<file path="src/rtl/legv8_pkg.sv">
// Shared LEGv8 execute-stage definitions: ALU control codes, opcode match
// constants/masks, issue FSM states and the decoded-op bundle.
package legv8_pkg;

    localparam logic [3:0] ALU_AND  = 4'b0000;
    localparam logic [3:0] ALU_OR   = 4'b0001;
    localparam logic [3:0] ALU_ADD  = 4'b0010;
    localparam logic [3:0] ALU_SUB  = 4'b0110;
    localparam logic [3:0] ALU_PASS = 4'b0111;
    localparam logic [3:0] ALU_NOR  = 4'b1100;

    localparam logic [10:0] OP_ADD  = 11'b10001011000;
    localparam logic [10:0] OP_SUB  = 11'b11001011000;
    localparam logic [10:0] OP_AND  = 11'b10001010000;
    localparam logic [10:0] OP_ORR  = 11'b10101010000;
    localparam logic [10:0] OP_LDUR = 11'b11111000010;
    localparam logic [10:0] OP_STUR = 11'b11111000000;
    localparam logic [10:0] OP_ADDI = 11'b10010001000;
    localparam logic [10:0] OP_SUBI = 11'b11010001000;
    localparam logic [10:0] OP_CBZ  = 11'b10110100000;
    localparam logic [10:0] OP_CBNZ = 11'b10110101000;

    localparam logic [10:0] OPM_EXACT = 11'b11111111111;
    localparam logic [10:0] OPM_IMM   = 11'b11111111110;
    localparam logic [10:0] OPM_CB    = 11'b11111111000;

    typedef enum logic [1:0] {
        ST_IDLE,
        ST_EXEC,
        ST_HOLD
    } state_e;

    typedef struct packed {
        logic [3:0] ctrl;
        logic       b_sel_imm;
        logic       is_cbz;
        logic       is_cbnz;
        logic       illegal;
    } dec_t;

    function automatic logic op_match(input logic [10:0] op,
                                      input logic [10:0] match,
                                      input logic [10:0] mask);
        return (op & mask) == match;
    endfunction

endpackage

</file>
<file path="src/rtl/alu_op_decode.sv">
// Pure combinational LEGv8 opcode to ALU control decode.
module alu_op_decode
    import legv8_pkg::*;
(
    input  logic [10:0] opcode_i,
    output dec_t        dec_o
);

    always_comb begin
        dec_o.ctrl      = ALU_AND;
        dec_o.b_sel_imm = 1'b0;
        dec_o.is_cbz    = 1'b0;
        dec_o.is_cbnz   = 1'b0;
        dec_o.illegal   = 1'b0;
        if (op_match(opcode_i, OP_ADD, OPM_EXACT)) begin
            dec_o.ctrl = ALU_ADD;
        end else if (op_match(opcode_i, OP_SUB, OPM_EXACT)) begin
            dec_o.ctrl = ALU_SUB;
        end else if (op_match(opcode_i, OP_AND, OPM_EXACT)) begin
            dec_o.ctrl = ALU_AND;
        end else if (op_match(opcode_i, OP_ORR, OPM_EXACT)) begin
            dec_o.ctrl = ALU_OR;
        end else if (op_match(opcode_i, OP_ADDI, OPM_IMM)) begin
            dec_o.ctrl      = ALU_ADD;
            dec_o.b_sel_imm = 1'b1;
        end else if (op_match(opcode_i, OP_SUBI, OPM_IMM)) begin
            dec_o.ctrl      = ALU_SUB;
            dec_o.b_sel_imm = 1'b1;
        end else if (op_match(opcode_i, OP_LDUR, OPM_EXACT) ||
                     op_match(opcode_i, OP_STUR, OPM_EXACT)) begin
            dec_o.ctrl      = ALU_ADD;
            dec_o.b_sel_imm = 1'b1;
        end else if (op_match(opcode_i, OP_CBZ, OPM_CB)) begin
            dec_o.ctrl   = ALU_PASS;
            dec_o.is_cbz = 1'b1;
        end else if (op_match(opcode_i, OP_CBNZ, OPM_CB)) begin
            dec_o.ctrl    = ALU_PASS;
            dec_o.is_cbnz = 1'b1;
        end else begin
            dec_o.illegal = 1'b1;
        end
    end

endmodule

</file>
<file path="src/rtl/alu_issue.sv">
// Execute-stage issue/capture controller: one instruction in flight through
// IDLE (accept) -> EXEC (drive ALU) -> HOLD (present result).
module alu_issue
    import legv8_pkg::*;
(
    input  logic        CLK,
    input  logic        RESET,
    input  logic        IN_VALID,
    output logic        IN_READY,
    input  logic [10:0] OPCODE,
    input  logic [63:0] RD1,
    input  logic [63:0] RD2,
    input  logic [63:0] IMM,
    output logic [63:0] ALU_A,
    output logic [63:0] ALU_B,
    output logic [3:0]  ALU_CONTROL,
    input  logic [63:0] ALU_RESULT,
    input  logic        ALU_ZERO,
    output logic        OUT_VALID,
    input  logic        OUT_READY,
    output logic [63:0] RESULT,
    output logic        ZERO,
    output logic        BRANCH_TAKEN,
    output logic        ILLEGAL
);

    dec_t   dec;
    state_e state_q, state_d;

    logic [63:0] a_q, a_d, b_q, b_d, result_q, result_d;
    logic [3:0]  ctrl_q, ctrl_d;
    logic        cbz_q, cbz_d, cbnz_q, cbnz_d, ill_q, ill_d;
    logic        zero_q, zero_d, br_q, br_d, illegal_q, illegal_d;

    alu_op_decode u_dec (
        .opcode_i (OPCODE),
        .dec_o    (dec)
    );

    always_comb begin
        state_d   = state_q;
        a_d       = a_q;
        b_d       = b_q;
        ctrl_d    = ctrl_q;
        cbz_d     = cbz_q;
        cbnz_d    = cbnz_q;
        ill_d     = ill_q;
        result_d  = result_q;
        zero_d    = zero_q;
        br_d      = br_q;
        illegal_d = illegal_q;
        case (state_q)
            ST_IDLE: begin
                if (IN_VALID) begin
                    state_d = ST_EXEC;
                    cbz_d   = dec.is_cbz;
                    cbnz_d  = dec.is_cbnz;
                    ill_d   = dec.illegal;
                    if (dec.illegal) begin
                        a_d    = '0;
                        b_d    = '0;
                        ctrl_d = ALU_AND;
                    end else begin
                        a_d    = RD1;
                        b_d    = dec.b_sel_imm ? IMM : RD2;
                        ctrl_d = dec.ctrl;
                    end
                end
            end
            ST_EXEC: begin
                // Illegal ops override whatever the ALU returns for A=B=0.
                state_d   = ST_HOLD;
                result_d  = ill_q ? '0 : ALU_RESULT;
                zero_d    = ill_q ? 1'b1 : ALU_ZERO;
                br_d      = (cbz_q & ALU_ZERO) | (cbnz_q & ~ALU_ZERO);
                illegal_d = ill_q;
            end
            ST_HOLD: begin
                if (OUT_READY) state_d = ST_IDLE;
            end
            default: state_d = ST_IDLE;
        endcase
    end

    always_ff @(posedge CLK) begin
        if (RESET) begin
            state_q   <= ST_IDLE;
            a_q       <= '0;
            b_q       <= '0;
            ctrl_q    <= ALU_AND;
            cbz_q     <= 1'b0;
            cbnz_q    <= 1'b0;
            ill_q     <= 1'b0;
            result_q  <= '0;
            zero_q    <= 1'b0;
            br_q      <= 1'b0;
            illegal_q <= 1'b0;
        end else begin
            state_q   <= state_d;
            a_q       <= a_d;
            b_q       <= b_d;
            ctrl_q    <= ctrl_d;
            cbz_q     <= cbz_d;
            cbnz_q    <= cbnz_d;
            ill_q     <= ill_d;
            result_q  <= result_d;
            zero_q    <= zero_d;
            br_q      <= br_d;
            illegal_q <= illegal_d;
        end
    end

    assign IN_READY     = (state_q == ST_IDLE);
    assign OUT_VALID    = (state_q == ST_HOLD);
    assign ALU_A        = a_q;
    assign ALU_B        = b_q;
    assign ALU_CONTROL  = ctrl_q;
    assign RESULT       = result_q;
    assign ZERO         = zero_q;
    assign BRANCH_TAKEN = br_q;
    assign ILLEGAL      = illegal_q;

endmodule

</file>
<file path="config.mk">
export PLATFORM = sky130hd
export DESIGN_NAME = alu_issue
export DESIGN_NICKNAME = d
export VERILOG_FILES = /design/src/rtl/legv8_pkg.sv /design/src/rtl/alu_op_decode.sv /design/src/rtl/alu_issue.sv
export SDC_FILE = /design/constraint.sdc
export NUM_CORES = 1
export LEC_CHECK = 0
export BUFFER_PORTS_ARGS = -buffer_cell sky130_fd_sc_hd__buf_2
export CAP_MARGIN = 20
export CORE_AREA = 5 5 183 185
export CTS_CLUSTER_DIAMETER = 30
export DETAILED_ROUTE_END_ITERATION = 6
export DIE_AREA = 0 0 188 190
export HOLD_SLACK_MARGIN = 0.12
export MAX_ROUTING_LAYER = met4
export SYNTH_ARGS = -nofsm -noshare
export SYNTH_HDL_FRONTEND = slang
export SYNTH_HIERARCHICAL = 1
export SYNTH_SLANG_ARGS = --single-unit
</file>
<file path="constraint.sdc">
create_clock -name CLK -period 2.95 [get_ports CLK]
set_input_delay 0.295 -clock CLK [delete_from_list [all_inputs] [get_ports CLK]]
set_output_delay 0.295 -clock CLK [all_outputs]
set_load 0.05 [all_outputs]
</file>
# --- Yosys cells after proc, flatten, opt, wreduce, memory -nomap -nowiden ---
# Index checks and enable logic that the tools add are counted.
totals:
  wordCells: 63
  regBits: 204
op_classes:
  bitwise: 4
  eq_ne: 14
  n_reduce_logical: 4
  muxes: 30
op_table:
  columns: ["operator", "n"]
  rows:
  - ["$mux 64", 4]
  - ["$eq 11x11->1 const B", 6]
  - ["$mux 4", 11]
  - ["$eq 10x10->1 const B", 2]
  - ["$eq 8x8->1 const B", 2]
  - ["$mux 3", 4]
  - ["$mux 5", 2]
  - ["$mux 2", 3]
  - ["$pmux 2 s3", 1]
  - ["$mux 1", 5]
  - ["$reduce_and 2->1", 2]
  - ["$and 1x1->1", 2]
  - ["$eq 2x1->1 const B", 1]
  - ["$eq 2x2->1 const B", 1]
  - ["$logic_not 2->1", 1]
  - ["$ne 2x1->1 const B", 1]
  - ["$ne 2x2->1 const B", 1]
  - ["$logic_or 1x1->1", 1]
  - ["$not 1->1", 1]
  - ["$or 1x1->1", 1]

# --- Logic depth before layout (Yosys ltp) ---
depth:
  depth_word: 12
  ltp_mapped: 8
  depth_no_buf: 6

# --- Hierarchy ---
# The synthesis kept the hierarchy.
by_module_without_submodules:
  columns: ["module", "cells_each", "area_per_inst_um2", "instances"]
  rows:
  - ["alu_issue", 838, 8013.9, 1]
  - ["alu_op_decode", 27, 187.7, 1]

# --- Worst setup path after synthesis ---
# OpenSTA, ideal clock, no wires.
synth_path:
  path_kind: "in2reg"
  startpoint: "input OPCODE[0]"
  endpoint: "register b_q[10] (netlist: ALU_B[10])"
  required_time_ps: 2835
  setup_slack_ps: 575
  setup_time_ps: 115
  cell_stages: 6
  arrival_time_ps: 2259
  path_cell_list: "or4b_4 -> a2111oi_4 -> buf_2 -> clkbuf_1 -> mux2i_1 -> o2bb2ai_2"
synth_lines:
  columns: ["element", "line_no", "rtl"]
  rows:
  - ["from (decl)", "alu_issue.sv:10", "input logic [10:0] OPCODE,"]
  - ["to (signal assigned)", "alu_issue.sv:89", "b_q <= '0;"]
  - ["to (signal assigned)", "alu_issue.sv:101", "b_q <= b_d;"]
  - ["to (decl)", "alu_issue.sv:30", "logic [63:0] a_q, a_d, b_q, b_d, result_q, result_d;"]

==> impl_results.md <==
- Most frequent cells in the layout: buf_2 (471), dlygate4sd3_1 (263), dfxtp_1 (204), nand2_1 (142), a21oi_1 (138)
- Psw: 2.38 mW
- Layout cells sized above 1: 36.9%
- Die area: 35700 sq um
- Post-Synth Simple-Gate Area: about a fifth
- Tot Pwr: 10.1 mW
- Period Utilization, post-route: 84.2%
- Final #Nets: 1858
- Die H: 190 um
- # DRC: 0
- R2r setup slk: 990 ps
- Largest net degree at the start of global routing: 136
- Fin Setup TNS: 0 ps
- Maximum VDD drop: 0.000416 V
- # Post-CTS Setup Buffers: 0
- Post-synthesis compound-gate area fraction: 16.9%
- Asr flop ratio synth: 0%
- Status: completed
- Fillers: around 2800
- Post-Synth XOR/XNOR Area: 0%
- Rel. slew slack: 49.3%
- Placed cell area: 10900 sq um
- CTS sink cnt: 204
- Setup violators final: 0
- Grt ovf: 0
- Commonest non-fill, non-tap cell in the layout: buf_2
- Core ar.: 31900 sq um
- Pwr dens: 653 nW/um^2
- Largest family of logic cells by synthesized area: simple AND/OR/NAND/NOR gates
- Hold path depth: 4
- WP data required: 3380 ps
- First-pass GRT wire length: 55600 um
- CTS tree: done
- Register area: 4080 sq um
- Ports: 473
- Clk slew on worst S/H paths: 40 ps
- Clock power share: between 60% and 70%
- Primary FF master, synth: dfxtp_1
- Worst hold path class: primary input to flop
- Die X: 188 um
- Syn nets: 1137
- P_leak: approximately 6.7 nW
- Syn Area/Cell: 9.48 sq um
- Seq/Total Area, Yosys: 49.8%
- Gr usage total: 19.6%
- Post-DP HPWL: between 20000 and 25000 um
- Sequential power share: 28.1%
- Skew-Pair Late Insertion Delay: 550 ps
- Crit-path max FO: 65
- Peak Freq: between 0.4 and 0.5 GHz
- RSZ-0062 raised after global routing: false
- Routed Antenna Nets: 0
- Yosys cell types: 32
- Via-per-instance ratio: 4.62
- Worst hold start: OPCODE[3]
- Initial DRC count: 414
- Adder-cell share of the synthesized area: 0%
- Port bufs: approximately 470
- Vias in the first global route: 10100
- Post-Syn Area: slightly above 8000 sq um
- Least-Margin Pin Slew: between 700 and 800 ps
- Worst setup path class: primary input to flop
- Final hold vios: 0
- YS warnings: 6
- Routed vias: 9429
- Gate power share: 10.3%
- Pre-antenna DRT Iters: 5
- Clock period minus worst slack: 2480 ps
- Worst reg-to-reg path cell count: 4
- Sw Share: 23.5%
- Number of flops mapped to enable cells by yosys: 0
- Clock root buffer: clkbuf_16
- Critical register-to-register path startpoint: state_q[1]
- Post-synthesis mux area share: 7.93%
- Max-Cap Viols: 0
- H-tree depth: 2
- Final WL: 35800 um
- Worst EP arrival: 2910 ps
- GPL Wtd Cong: 0.823
- CP Capture Type: flop
- Row count: 66
- Internal: around 7.7 mW
- WL per Instance: 17.5 um
- Critical Path Start Type: primary input
- Starting density of the core: 25.7%
- RR Endpoint: ALU_B[57]
- Worst Hold End: cbz_q
- Number of synthesized register bits: 204
- Synth Instances: 865
- Initial antenna violation count: 4
- Multi-input combinational cell area: ~3800 sq um
- Pins over their slew limit: 0
- Fin area: 15500 sq um
- Num CTS Buffers: 54
- Clock Tree Buf Depth: 3
- P&R area growth vs syn: 88.9%
- Layout Skew: 11.5 ps
==> flip-flops by register name, summed over array words and instances, names as in the netlist <==
| name | count |
|---|---|
| ILLEGAL | 1 |
| ALU_CONTROL | 4 |
| state_q | 2 |
| RESULT | 64 |
| cbz_q | 1 |
| ZERO | 1 |
| ill_q | 1 |
| cbnz_q | 1 |
| ALU_A | 64 |
| BRANCH_TAKEN | 1 |
| ALU_B | 64 |
==> Yosys cell counts (all sizes together), types with 2 or more instances <==
cell | count | share of area [%]
nor2b | 3 | 0.23
a21oi | 138 | 8.4
o2bb2ai | 64 | 7.7
nor2 | 9 | 0.41
a211oi | 2 | 0.18
clkbuf | 64 | 2.9
nor3 | 3 | 0.18
dfxtp | 204 | 50
nand3b | 133 | 12
nand2 | 142 | 6.5
buf | 18 | 1.6
mux2i | 65 | 7.9
nor3b | 2 | 0.18
nand2b | 4 | 0.31
==> layer usage <==
layer,wire [um],GRT usage (%),vias to the layer above
li1,-,-,4512
met1,14100,21.8,4436
met2,17900,33.1,404
met3,2600,5.61,77
met4,1180,8.19,0
met5,0,-,-
==> cells by family (layout without fill, tap and decap cells) <==
| group | count (synthesis) | in the layout |
|---|---|---|
| AND/OR/NAND/NOR | 305 | 305 |
| AO/OA/AOI/OAI | 208 | 208 |
| flip-flops | 204 | 204 |
| buffers and inverters | 82 | 847 |
| multiplexers | 65 | 65 |
| other | 1 | 5 |
==> repair_timing <==
item / in CTS / in global routing
endpoints found under the setup margin: 0 / 0
hold buffers: 263 / 0
hold endpoints to repair: 194 / 0
gates resized for setup: 0 / 0
==> layout make-up <==
cell class                 instances  area share (%)
tap                              408            3.29
antenna                            4          0.0646
timing repair buffer             747            33.2
clock buffer                      67            9.62
sequential                       204            26.4
multi-input combinational        579            24.4
clock inverter                    33            3.08
==> worst max-delay path by stage <==
stage | startpoint | end | slack, ps | cells past startpoint
after CTS | OPCODE[9] | ALU_B[19] | 550 | 8
after floorplan | OPCODE[0] | ALU_B[10] | 580 | 6
final | OPCODE[9] | ALU_B[19] | 470 | 8
after global routing | OPCODE[9] | ALU_B[13] | 420 | 8
after global placement | OPCODE[9] | ALU_B[45] | 390 | 8
after detailed placement | OPCODE[9] | ALU_B[21] | 350 | 8
==> power groups by stage <==
stage                     clock [mW]  sequential (mW)  combinational (mW)
after floorplan                    0             3.05               0.266
after global placement             0             2.89               0.749
after detailed placement           0             2.89               0.752
after CTS                       6.37             2.84                1.03
after global routing            6.52             2.84                1.11
final                           6.24             2.84                1.04
==> through the flow <==
| step | instances | worst slack (ps) | hold WS, ps | utilization (%) |
|---|---|---|---|---|
| 3_3_place_gp | 1675 | 385 | 435 | 34.1 |
| 5_1_grt | 2042 | 424 | 163 | 48.6 |
| 2_1_floorplan | 865 | 575 | 436 | - |
| 4_1_cts | 2038 | 551 | 121 | 48.6 |
| 6_report | 2042 | 466 | 141 | 48.6 |
| 3_5_place_dp | 1675 | 349 | 440 | 34.1 |
==> worst max-delay path, cell delays in order <==
cell	delay, ps
buf_2	120
nand2_1	60
or4b_4	490
a2111oi_4	500
buf_12	450
mux2i_1	300
dlygate4sd3_1	610
o2bb2ai_1	60
(Power assumes the default switching activity.)
